## src/rtl/instr_decode_stage_if.sv

```systemverilog
// instr_decode_stage_if: fetch, register-bank, writeback and execute signals of the decode stage.
interface instr_decode_stage_if #(
   parameter int ADDR_W = 5,
   parameter int DATA_W = 32
);
   logic              if_valid;
   logic [31:0]       if_instr;
   logic [31:0]       if_pc;
   logic              id_ready;
   logic [ADDR_W-1:0] addra;
   logic [ADDR_W-1:0] addrb;
   logic [DATA_W-1:0] rf_dataa;
   logic [DATA_W-1:0] rf_datab;
   logic              wb_valid;
   logic [ADDR_W-1:0] wb_addr;
   logic              flush;
   logic              ex_valid;
   logic              ex_ready;
   logic [31:0]       ex_pc;
   logic [5:0]        ex_opcode;
   logic [5:0]        ex_funct;
   logic [4:0]        ex_shamt;
   logic [DATA_W-1:0] ex_rs_val;
   logic [DATA_W-1:0] ex_rt_val;
   logic [DATA_W-1:0] ex_imm;
   logic [ADDR_W-1:0] ex_dest;
   logic              ex_wr_en;
   logic              ex_illegal;
   modport slave (
      input  if_valid, if_instr, if_pc, rf_dataa, rf_datab, wb_valid, wb_addr, flush, ex_ready,
      output id_ready, addra, addrb, ex_valid, ex_pc, ex_opcode, ex_funct, ex_shamt,
             ex_rs_val, ex_rt_val, ex_imm, ex_dest, ex_wr_en, ex_illegal
   );
   modport master (
      output if_valid, if_instr, if_pc, rf_dataa, rf_datab, wb_valid, wb_addr, flush, ex_ready,
      input  id_ready, addra, addrb, ex_valid, ex_pc, ex_opcode, ex_funct, ex_shamt,
             ex_rs_val, ex_rt_val, ex_imm, ex_dest, ex_wr_en, ex_illegal
   );
endinterface

```

## src/rtl/instr_decode_stage.sv

```systemverilog
// instr_decode_stage: MIPS decode with register-bank address drive, operand hold and RAW/WAW scoreboard.
module instr_decode_stage #(
   parameter int REG_COUNT = 32,
   parameter int ADDR_W    = 5,
   parameter int DATA_W    = 32
) (
   input logic clock,
   input logic reset,
   instr_decode_stage_if.slave bus
);
   logic [5:0]        op, funct;
   logic [ADDR_W-1:0] rs, rt, rd, dest;
   logic              uses_rs, uses_rt, wr_raw, wr_en, illegal, hazard, ready, accept, zext;
   logic [15:0]       imm16;
   logic [DATA_W-1:0] imm;
   logic [REG_COUNT-1:0] pending, pend_nxt;
   logic              ex_valid, fresh, ex_wr_en, ex_illegal;
   logic [31:0]       ex_pc;
   logic [5:0]        ex_opcode, ex_funct;
   logic [4:0]        ex_shamt;
   logic [DATA_W-1:0] ex_imm, hold_a, hold_b;
   logic [ADDR_W-1:0] ex_dest;
   assign op    = bus.if_instr[31:26];
   assign rs    = bus.if_instr[25:21];
   assign rt    = bus.if_instr[20:16];
   assign rd    = bus.if_instr[15:11];
   assign funct = bus.if_instr[5:0];
   assign imm16 = bus.if_instr[15:0];
   always_comb begin
      uses_rs = 1'b0;
      uses_rt = 1'b0;
      dest    = rt;
      wr_raw  = 1'b0;
      illegal = 1'b0;
      case (op)
         6'h00: begin
            uses_rs = 1'b1;
            uses_rt = 1'b1;
            dest    = rd;
            wr_raw  = funct != 6'h08;
         end
         6'h08, 6'h09, 6'h0A, 6'h0C, 6'h0D, 6'h23: begin
            uses_rs = 1'b1;
            wr_raw  = 1'b1;
         end
         6'h0F: wr_raw = 1'b1;
         6'h2B, 6'h04, 6'h05: begin
            uses_rs = 1'b1;
            uses_rt = 1'b1;
         end
         6'h02: wr_raw = 1'b0;
         6'h03: begin
            dest   = '1;
            wr_raw = 1'b1;
         end
         default: illegal = 1'b1;
      endcase
   end
   assign wr_en  = wr_raw & (dest != '0);
   assign zext   = (op == 6'h0C) | (op == 6'h0D);
   assign imm    = {{(DATA_W-16){imm16[15] & ~zext}}, imm16};
   // WAW term keeps at most one in-flight write per register
   assign hazard = bus.if_valid & ((uses_rs & pending[rs]) | (uses_rt & pending[rt]) | (wr_en & pending[dest]));
   assign ready  = ~hazard & (~ex_valid | bus.ex_ready) & ~bus.flush;
   assign accept = bus.if_valid & ready;
   always_comb begin
      pend_nxt = pending;
      if (bus.wb_valid) pend_nxt[bus.wb_addr] = 1'b0;
      if (bus.flush & ex_valid & ex_wr_en) pend_nxt[ex_dest] = 1'b0;
      if (accept & wr_en) pend_nxt[dest] = 1'b1;
      pend_nxt[0] = 1'b0;
   end
   always_ff @(posedge clock or posedge reset) begin
      if (reset) begin
         pending    <= '0;
         ex_valid   <= 1'b0;
         fresh      <= 1'b0;
         hold_a     <= '0;
         hold_b     <= '0;
         ex_pc      <= '0;
         ex_opcode  <= '0;
         ex_funct   <= '0;
         ex_shamt   <= '0;
         ex_imm     <= '0;
         ex_dest    <= '0;
         ex_wr_en   <= 1'b0;
         ex_illegal <= 1'b0;
      end else begin
         pending <= pend_nxt;
         fresh   <= accept;
         // bank data is only valid the cycle after acceptance, so latch it then
         if (fresh) begin
            hold_a <= bus.rf_dataa;
            hold_b <= bus.rf_datab;
         end
         if (accept) begin
            ex_valid   <= 1'b1;
            ex_pc      <= bus.if_pc;
            ex_opcode  <= op;
            ex_funct   <= funct;
            ex_shamt   <= bus.if_instr[10:6];
            ex_imm     <= imm;
            ex_dest    <= dest;
            ex_wr_en   <= wr_en;
            ex_illegal <= illegal;
         end else if (bus.flush | bus.ex_ready) begin
            ex_valid <= 1'b0;
         end
      end
   end
   assign bus.id_ready   = ready;
   assign bus.addra      = rs;
   assign bus.addrb      = rt;
   assign bus.ex_valid   = ex_valid;
   assign bus.ex_pc      = ex_pc;
   assign bus.ex_opcode  = ex_opcode;
   assign bus.ex_funct   = ex_funct;
   assign bus.ex_shamt   = ex_shamt;
   assign bus.ex_rs_val  = fresh ? bus.rf_dataa : hold_a;
   assign bus.ex_rt_val  = fresh ? bus.rf_datab : hold_b;
   assign bus.ex_imm     = ex_imm;
   assign bus.ex_dest    = ex_dest;
   assign bus.ex_wr_en   = ex_wr_en;
   assign bus.ex_illegal = ex_illegal;
endmodule

```

## src/flat_wrapper.sv

```systemverilog
// flat-port wrapper written by rule: the top's interface ports become plain ports
module instr_decode_stage_flat 
#(
   parameter int REG_COUNT = 32,
   parameter int ADDR_W    = 5,
   parameter int DATA_W    = 32
)
  (clock, reset, bus_if_valid, bus_if_instr, bus_if_pc, bus_rf_dataa, bus_rf_datab, bus_wb_valid, bus_wb_addr, bus_flush, bus_ex_ready, bus_id_ready, bus_addra, bus_addrb, bus_ex_valid, bus_ex_pc, bus_ex_opcode, bus_ex_funct, bus_ex_shamt, bus_ex_rs_val, bus_ex_rt_val, bus_ex_imm, bus_ex_dest, bus_ex_wr_en, bus_ex_illegal);
  instr_decode_stage_if #(.ADDR_W(ADDR_W), .DATA_W(DATA_W)) bus_i ();
  input logic clock;
  input logic reset;
  input wire logic [$bits(bus_i.if_valid)-1:0] bus_if_valid;
  input wire logic [$bits(bus_i.if_instr)-1:0] bus_if_instr;
  input wire logic [$bits(bus_i.if_pc)-1:0] bus_if_pc;
  input wire logic [$bits(bus_i.rf_dataa)-1:0] bus_rf_dataa;
  input wire logic [$bits(bus_i.rf_datab)-1:0] bus_rf_datab;
  input wire logic [$bits(bus_i.wb_valid)-1:0] bus_wb_valid;
  input wire logic [$bits(bus_i.wb_addr)-1:0] bus_wb_addr;
  input wire logic [$bits(bus_i.flush)-1:0] bus_flush;
  input wire logic [$bits(bus_i.ex_ready)-1:0] bus_ex_ready;
  output wire logic [$bits(bus_i.id_ready)-1:0] bus_id_ready;
  output wire logic [$bits(bus_i.addra)-1:0] bus_addra;
  output wire logic [$bits(bus_i.addrb)-1:0] bus_addrb;
  output wire logic [$bits(bus_i.ex_valid)-1:0] bus_ex_valid;
  output wire logic [$bits(bus_i.ex_pc)-1:0] bus_ex_pc;
  output wire logic [$bits(bus_i.ex_opcode)-1:0] bus_ex_opcode;
  output wire logic [$bits(bus_i.ex_funct)-1:0] bus_ex_funct;
  output wire logic [$bits(bus_i.ex_shamt)-1:0] bus_ex_shamt;
  output wire logic [$bits(bus_i.ex_rs_val)-1:0] bus_ex_rs_val;
  output wire logic [$bits(bus_i.ex_rt_val)-1:0] bus_ex_rt_val;
  output wire logic [$bits(bus_i.ex_imm)-1:0] bus_ex_imm;
  output wire logic [$bits(bus_i.ex_dest)-1:0] bus_ex_dest;
  output wire logic [$bits(bus_i.ex_wr_en)-1:0] bus_ex_wr_en;
  output wire logic [$bits(bus_i.ex_illegal)-1:0] bus_ex_illegal;
  assign bus_i.if_valid = bus_if_valid;
  assign bus_i.if_instr = bus_if_instr;
  assign bus_i.if_pc = bus_if_pc;
  assign bus_i.rf_dataa = bus_rf_dataa;
  assign bus_i.rf_datab = bus_rf_datab;
  assign bus_i.wb_valid = bus_wb_valid;
  assign bus_i.wb_addr = bus_wb_addr;
  assign bus_i.flush = bus_flush;
  assign bus_i.ex_ready = bus_ex_ready;
  assign bus_id_ready = bus_i.id_ready;
  assign bus_addra = bus_i.addra;
  assign bus_addrb = bus_i.addrb;
  assign bus_ex_valid = bus_i.ex_valid;
  assign bus_ex_pc = bus_i.ex_pc;
  assign bus_ex_opcode = bus_i.ex_opcode;
  assign bus_ex_funct = bus_i.ex_funct;
  assign bus_ex_shamt = bus_i.ex_shamt;
  assign bus_ex_rs_val = bus_i.ex_rs_val;
  assign bus_ex_rt_val = bus_i.ex_rt_val;
  assign bus_ex_imm = bus_i.ex_imm;
  assign bus_ex_dest = bus_i.ex_dest;
  assign bus_ex_wr_en = bus_i.ex_wr_en;
  assign bus_ex_illegal = bus_i.ex_illegal;
  instr_decode_stage #(.REG_COUNT(REG_COUNT), .ADDR_W(ADDR_W), .DATA_W(DATA_W)) u_core (.clock(clock), .reset(reset), .bus(bus_i));
endmodule
```

## config.mk

```make
export PLATFORM = sky130hd
export DESIGN_NAME = instr_decode_stage_flat
export DESIGN_NICKNAME = d
export VERILOG_FILES = /design/src/rtl/instr_decode_stage_if.sv /design/src/rtl/instr_decode_stage.sv /design/src/flat_wrapper.sv
export SDC_FILE = /design/constraint.sdc
export NUM_CORES = 1
export LEC_CHECK = 0
export CAP_MARGIN = 5
export CORE_UTILIZATION = 49
export DETAILED_ROUTE_END_ITERATION = 6
export PLACE_DENSITY = 0.87
export SYNTH_ARGS = -nofsm -noshare
export SYNTH_HDL_FRONTEND = slang
export SYNTH_SLANG_ARGS = --single-unit
```

## constraint.sdc

```tcl
create_clock -name clock -period 13.2 [get_ports clock]
set_input_delay 1.98 -clock clock [delete_from_list [all_inputs] [get_ports clock]]
set_output_delay 1.98 -clock clock [all_outputs]
set_load 0.01 [all_outputs]
```

; Word-level counts from Yosys, hierarchy flattened
; Index checks and enable logic that the tools add are counted.
[totals]
elab_cells = 94
regBits = 170
[op_classes]
reduce_logical = 10
magnitude_cmp = 8
muxes = 24
eq_ne = 13
bitwise = 26
[ops]
columns = operator, n
row1 = 2-to-1 mux 32 bit, 5
row2 = AND 32 bit, 2
row3 = NOT 32 bit, 2
row4 = "== test 6 x 4 -> 1 bit, second input constant", 6
row5 = OR 32 bit, 1
row6 = "< comparator 5 x 6 -> 1 bit, second input constant", 5
row7 = binary-select mux 1 bit (select 5 bit), 3
row8 = demux 1 bit (select 5 bit), 3
row9 = ">= comparator 5 x 1 -> 1 bit, second input constant", 3
row10 = OR reduction 13 bit, 1
row11 = AND 1 bit, 12
row12 = "== test 6 x 2 -> 1 bit, second input constant", 2
row13 = "== test 6 x 3 -> 1 bit, second input constant", 2
row14 = "== test 6 bit, second input constant", 2
row15 = 2-to-1 mux 1 bit, 11
row16 = one-hot mux 5 bit (2 select lines), 1
row17 = OR reduction 10 bit, 1
row18 = OR reduction 8 bit, 1
row19 = zero test 6 bit, 1
row20 = "inequality test 6 x 4 -> 1 bit, second input constant", 1
row21 = OR 1 bit, 5
row22 = nonzero test 5 bit, 1
row23 = NOT 1 bit, 4
row24 = OR reduction 4 bit, 1
row25 = 3 further kinds, 5

; Longest topological paths before layout
[logic_depth]
word_depth = 13
depth_mapped = 13
mapped_depth_nobuf = 9

; Worst setup path after synthesis
; OpenSTA, ideal clock, no wires.
[synth_timing]
kind = input-to-output
startpoint = input port bus_if_instr[28]
endpoint = output port bus_id_ready
stages = 10
setup_slack_ns = 7.223
n_path_buf = 2
t_required_ns = 11.220
t_arrival_ns = 3.997
path_cell_list = buf_2 > or3_1 > buf_4 > nor4_1 > o21ai_1 > o221ai_1 > nor2_1 > nor3_2 > o21ai_0 > o21ai_0
[synth_between]
elab_chain_cells = 10
[synth_rtl]
columns = element, line
row1 = from (decl), flat_wrapper.sv:13  ; input wire logic [$bits(bus_i.if_instr)-1:0] bus_if_instr;
row2 = == test 6 x 2 -> 1 bit (tied with other cells), instr_decode_stage.sv:35  ; case (op)
row3 = one-hot mux 5 bit (2 select lines) (tied with other cells), instr_decode_stage.sv:35
row4 = binary-select mux 1 bit (select 5 bit) (tied with other cells), instr_decode_stage.sv:63  ; assign hazard = bus.if_valid & ((uses_rs & pending[rs]) | (uses_rt & pending[rt]) | (wr_en & pending[dest]));
row5 = 2-to-1 mux 1 bit (implied by the code) (tied with other cells), instr_decode_stage.sv:63
row6 = AND 1 bit / OR 1 bit (equally long branches), instr_decode_stage.sv:63
row7 = OR 1 bit (*), instr_decode_stage.sv:63
row8 = AND 1 bit (*), instr_decode_stage.sv:63
row9 = NOT 1 bit (*), instr_decode_stage.sv:64  ; assign ready = ~hazard & (~ex_valid | bus.ex_ready) & ~bus.flush;
row10 = AND 1 bit (*) (2 in a row), instr_decode_stage.sv:64
row11 = to (decl), flat_wrapper.sv:21  ; output wire logic [$bits(bus_i.id_ready)-1:0] bus_id_ready;
; Mark *: on every way between the ends. The rest lies on a longest branch, timed or not. The select of a mux whose other input is x is not followed.

; Worst setup path in the final report
[layout_timing]
startpoint = input port bus_if_instr[27]
endpoint = output port bus_id_ready
; Same word-level chain as after synthesis.

==> run_results.csv <==
group,metric,value,unit
timing,max_slew_margin,13.5,%
routing,drtIter0Drc,529,
place,place_inst,1104,
synthesis,synth_top_area_share,48.8,%
timing,fmax,0.127,GHz
critical_path,required,11.22,ns
layout,final_cells,1142,
critical_path,cp-start-kind,"input pin",
layout,final_area,11600,um2
clock_network,postCtsSetupRepairBufs,0,
place,gp_congestion,0.971,
timing,rsz0062_at_grt,"false",
place,post-dp-hpwl,20300,um
layout,layout.nets,1046,
timing,fin_setup_tns,0,ns
synthesis,synth_nets,791,
critical_path,crit_fanout,12,
timing,worst_slew_pin_slew,1.29,ns
clock_network,insertion_delay,0.43,ns
routing,vias,6785,
pwr,p_total,1.63,mW
worst_hold_path,min_path_type,"reg -> reg",
critical_path,cp_slowest_cell,"clkdlybuf4s50_1",
timing,setup_viol,0,
timing,finalClockSkew,0.0133,ns
floorplanning,start_util,50.8,%
routing,drc,0,
floorplanning,die_w,131,um
run,maxCapViolCount,0,
synthesis,seq_area_frac_synth,48.8,%
critical_path,cp_cell_sequence,"clkdlybuf4s50_1 > or3_1 > nor2_2 > a311oi_2 > o2111ai_1 > a222oi_1 > nand4_1 > o21ai_0 > o21ai_0 > clkdlybuf4s50_1",
floorplanning,ioPinCount,303,
floorplanning,rows,46,
clock_network,htree_levels,4,
global_routing,grt_pass1_wl,40400,um
timing,finalHoldViolCount,0,
clock_network,cts.sink_count,159,
layout,layout-drive-gt1-share,21.5,%
routing,final_antenna_net_count,0,
synthesis,synth_area_leaders,"dfrtp_1 (49%), mux2_2 (11%), mux2_4 (8.3%), mux4_2 (4.4%), buf_4 (3.5%)",
synthesis,ys_types,54,
pwr,ir_drop,102,uV
synthesis,yosysWarnings,0,
synthesis,yosysTopAreaCell,"dfrtp_1",
synthesis,synthFlopType,"dfrtp_1",
synthesis,synth_edf_count,0,
timing,finalCritPeriodShare,59.6,%
global_routing,antenna_found_initial,5,
critical_path,crit_type,"in -> out",
clock_network,ctsResizeCount,0,
global_routing,grt_pass1_vias,6708,
synthesis,syn_area_per_cell,12.5,um2
status,status,"finished clean",
pwr,powerDensity,140,nW/um2
critical_path,crit_path_max_incr_delay,0.75,ns
floorplanning,core_area,16100,um2
global_routing,grt_overflow,0,
synthesis,synth-seq-cells,159,
layout,filler_cell_count,1065,
pwr,leakage,4.62,nW
routing,routed_wl,28000,um
routing,via_per_inst,5.94,
critical_path,cp.arrival,5.88,ns
routing,avgRoutedWirePerCell,24.5,um
synthesis,synthesis.instances,652,
routing,dr.pass1.iters,6,
synthesis,syn_area,8160,um2
clock_network,cts_tree,"built",
place,port_buffers,302,
timing,fin_crit,7.86,ns
layout,areaGrowthSynthToFinish,42.7,%
layout,layout_common_cells,"clkdlybuf4s50_1 (302), dfrtp_1 (158), mux2_2 (81), o21ai_0 (47), mux2_4 (45)",
floorplanning,die_h,131,um
clock_network,cts_made_buffers,17,
global_routing,track_usage,32.4,%
synthesis,async_reset_ff_share,100,%
clock_network,cts_hold_buf,0,
critical_path,end_kind,"output pin",
clock_network,clk_pin_slew,0.06,ns
layout,final_common_cell,"clkdlybuf4s50_1",
timing,slew_violations,0,
clock_network,clk_root_buffer_cell,"clkbuf_16",
global_routing,grt_max_degree,111,
floorplanning,die-area,17200,um2
place,placed_area,11000,um2
clock_network,clk_path_buf_depth,2,
final timing paths:
path,endpoint,from,slack (ns),depth (start not counted)
worst min-delay path,u_core.hold_a[27],u_core.hold_a[27],0.50,1
min in group asynchronous,u_core.hold_a[7],reset,2.15,2
max in group asynchronous,u_core.fresh,reset,9.79,3
worst min register to register,u_core.hold_a[27],u_core.hold_a[27],0.50,1
worst max-delay path,bus_id_ready,bus_if_instr[27],5.34,10
worst max register to register,u_core.bus.ex_pc[2],u_core.pending[23],9.62,9
kinds of logic (layout without fill, tap and decap cells):
family / count (synthesis) / after routing / share of synthesized area [%]
and+or+nand+nor: 121 / 121 / 8.35
AOI/OAI and AO/OA: 140 / 140 / 11.7
DFF: 159 / 159 / 48.8
other: 0 / 6 / 0
buffers and inverters: 79 / 347 / 5.98
muxes: 153 / 153 / 25.2
routing by layer:
metal	vias up	global-route usage, %	wire length, um
met1	3333	38.2	10300
met4	0	14.5	965
met3	78	9.12	2640
li1	2949	-	-
met2	425	55.0	14100
met5	-	0	0
power breakdown:
group	switching [mW]	internal [mW]	leakage (nW)
registers	0.0566	0.571	1.94
logic	0.208	0.303	2.40
clock network	0.205	0.287	0.277
total	0.470	1.16	4.62
critical path: cells and delay by family:
kind | cells | cell delay [ns]
AO/OA/AOI/OAI | 5 | 1.86
buffers and inverters | 2 | 1.29
AND/OR/NAND/NOR | 3 | 0.74
state kept, by name, summed over array words and instances, names as in the netlist:
name	cells
u_core.bus.ex_opcode	6
u_core.bus.ex_dest	5
u_core.bus.ex_illegal	1
u_core.hold_a	32
u_core.pending	31
u_core.bus.ex_valid	1
u_core.fresh	1
u_core.bus.ex_wr_en	1
u_core.bus.ex_pc	32
u_core.hold_b	32
u_core.bus.ex_imm	17
stage by stage:
| stage | hold WS, ns | util (%) | worst slack [ns] |
|---|---|---|---|
| floorplan | 0.513 | - | 6.93 |
| global placement | 0.478 | 68.7 | 5.56 |
| detailed placement | 0.485 | 68.7 | 5.50 |
| CTS | 0.500 | 72.4 | 5.41 |
| global route | 0.511 | 72.5 | 5.19 |
| finish | 0.499 | 72.5 | 5.34 |
cell usage after synthesis, types with 2 or more instances:
cell       number
nand3_1        32
mux2_4         45
o21ai_1         2
mux2i_1        11
or3b_2          6
a31o_1          4
inv_1           6
o221ai_1       28
nor3_1          4
nand3b_1       10
o221a_2         4
buf_6           5
mux2_2         81
nand2_1        19
nor2_1         18
nor2b_1         4
mux4_2         16
buf_2           9
nor4b_1         3
a21oi_1        24
or3_1           5
a211o_1         2
dfrtp_1       159
o22ai_1         7
clkbuf_1       20
nor4_1          4
o2111ai_1       4
o21ai_0        47
nand2b_1        5
a31oi_1         5
nor3_2          3
buf_4          38
area by class of cell:
type | count | area, um2 | area share (%)
flip-flops and latches | 159 | 3980 | 34.2
multi-input cells | 414 | 3690 | 31.7
repair buffers | 308 | 3070 | 26.4
inverters | 7 | 31.3 | 0.269
clock buffers | 22 | 454 | 3.90
diodes | 6 | 15.0 | 0.129
well taps | 216 | 270 | 2.32
clock inverters | 10 | 128 | 1.10
Note: power is estimated with default switching activity, not from simulation.
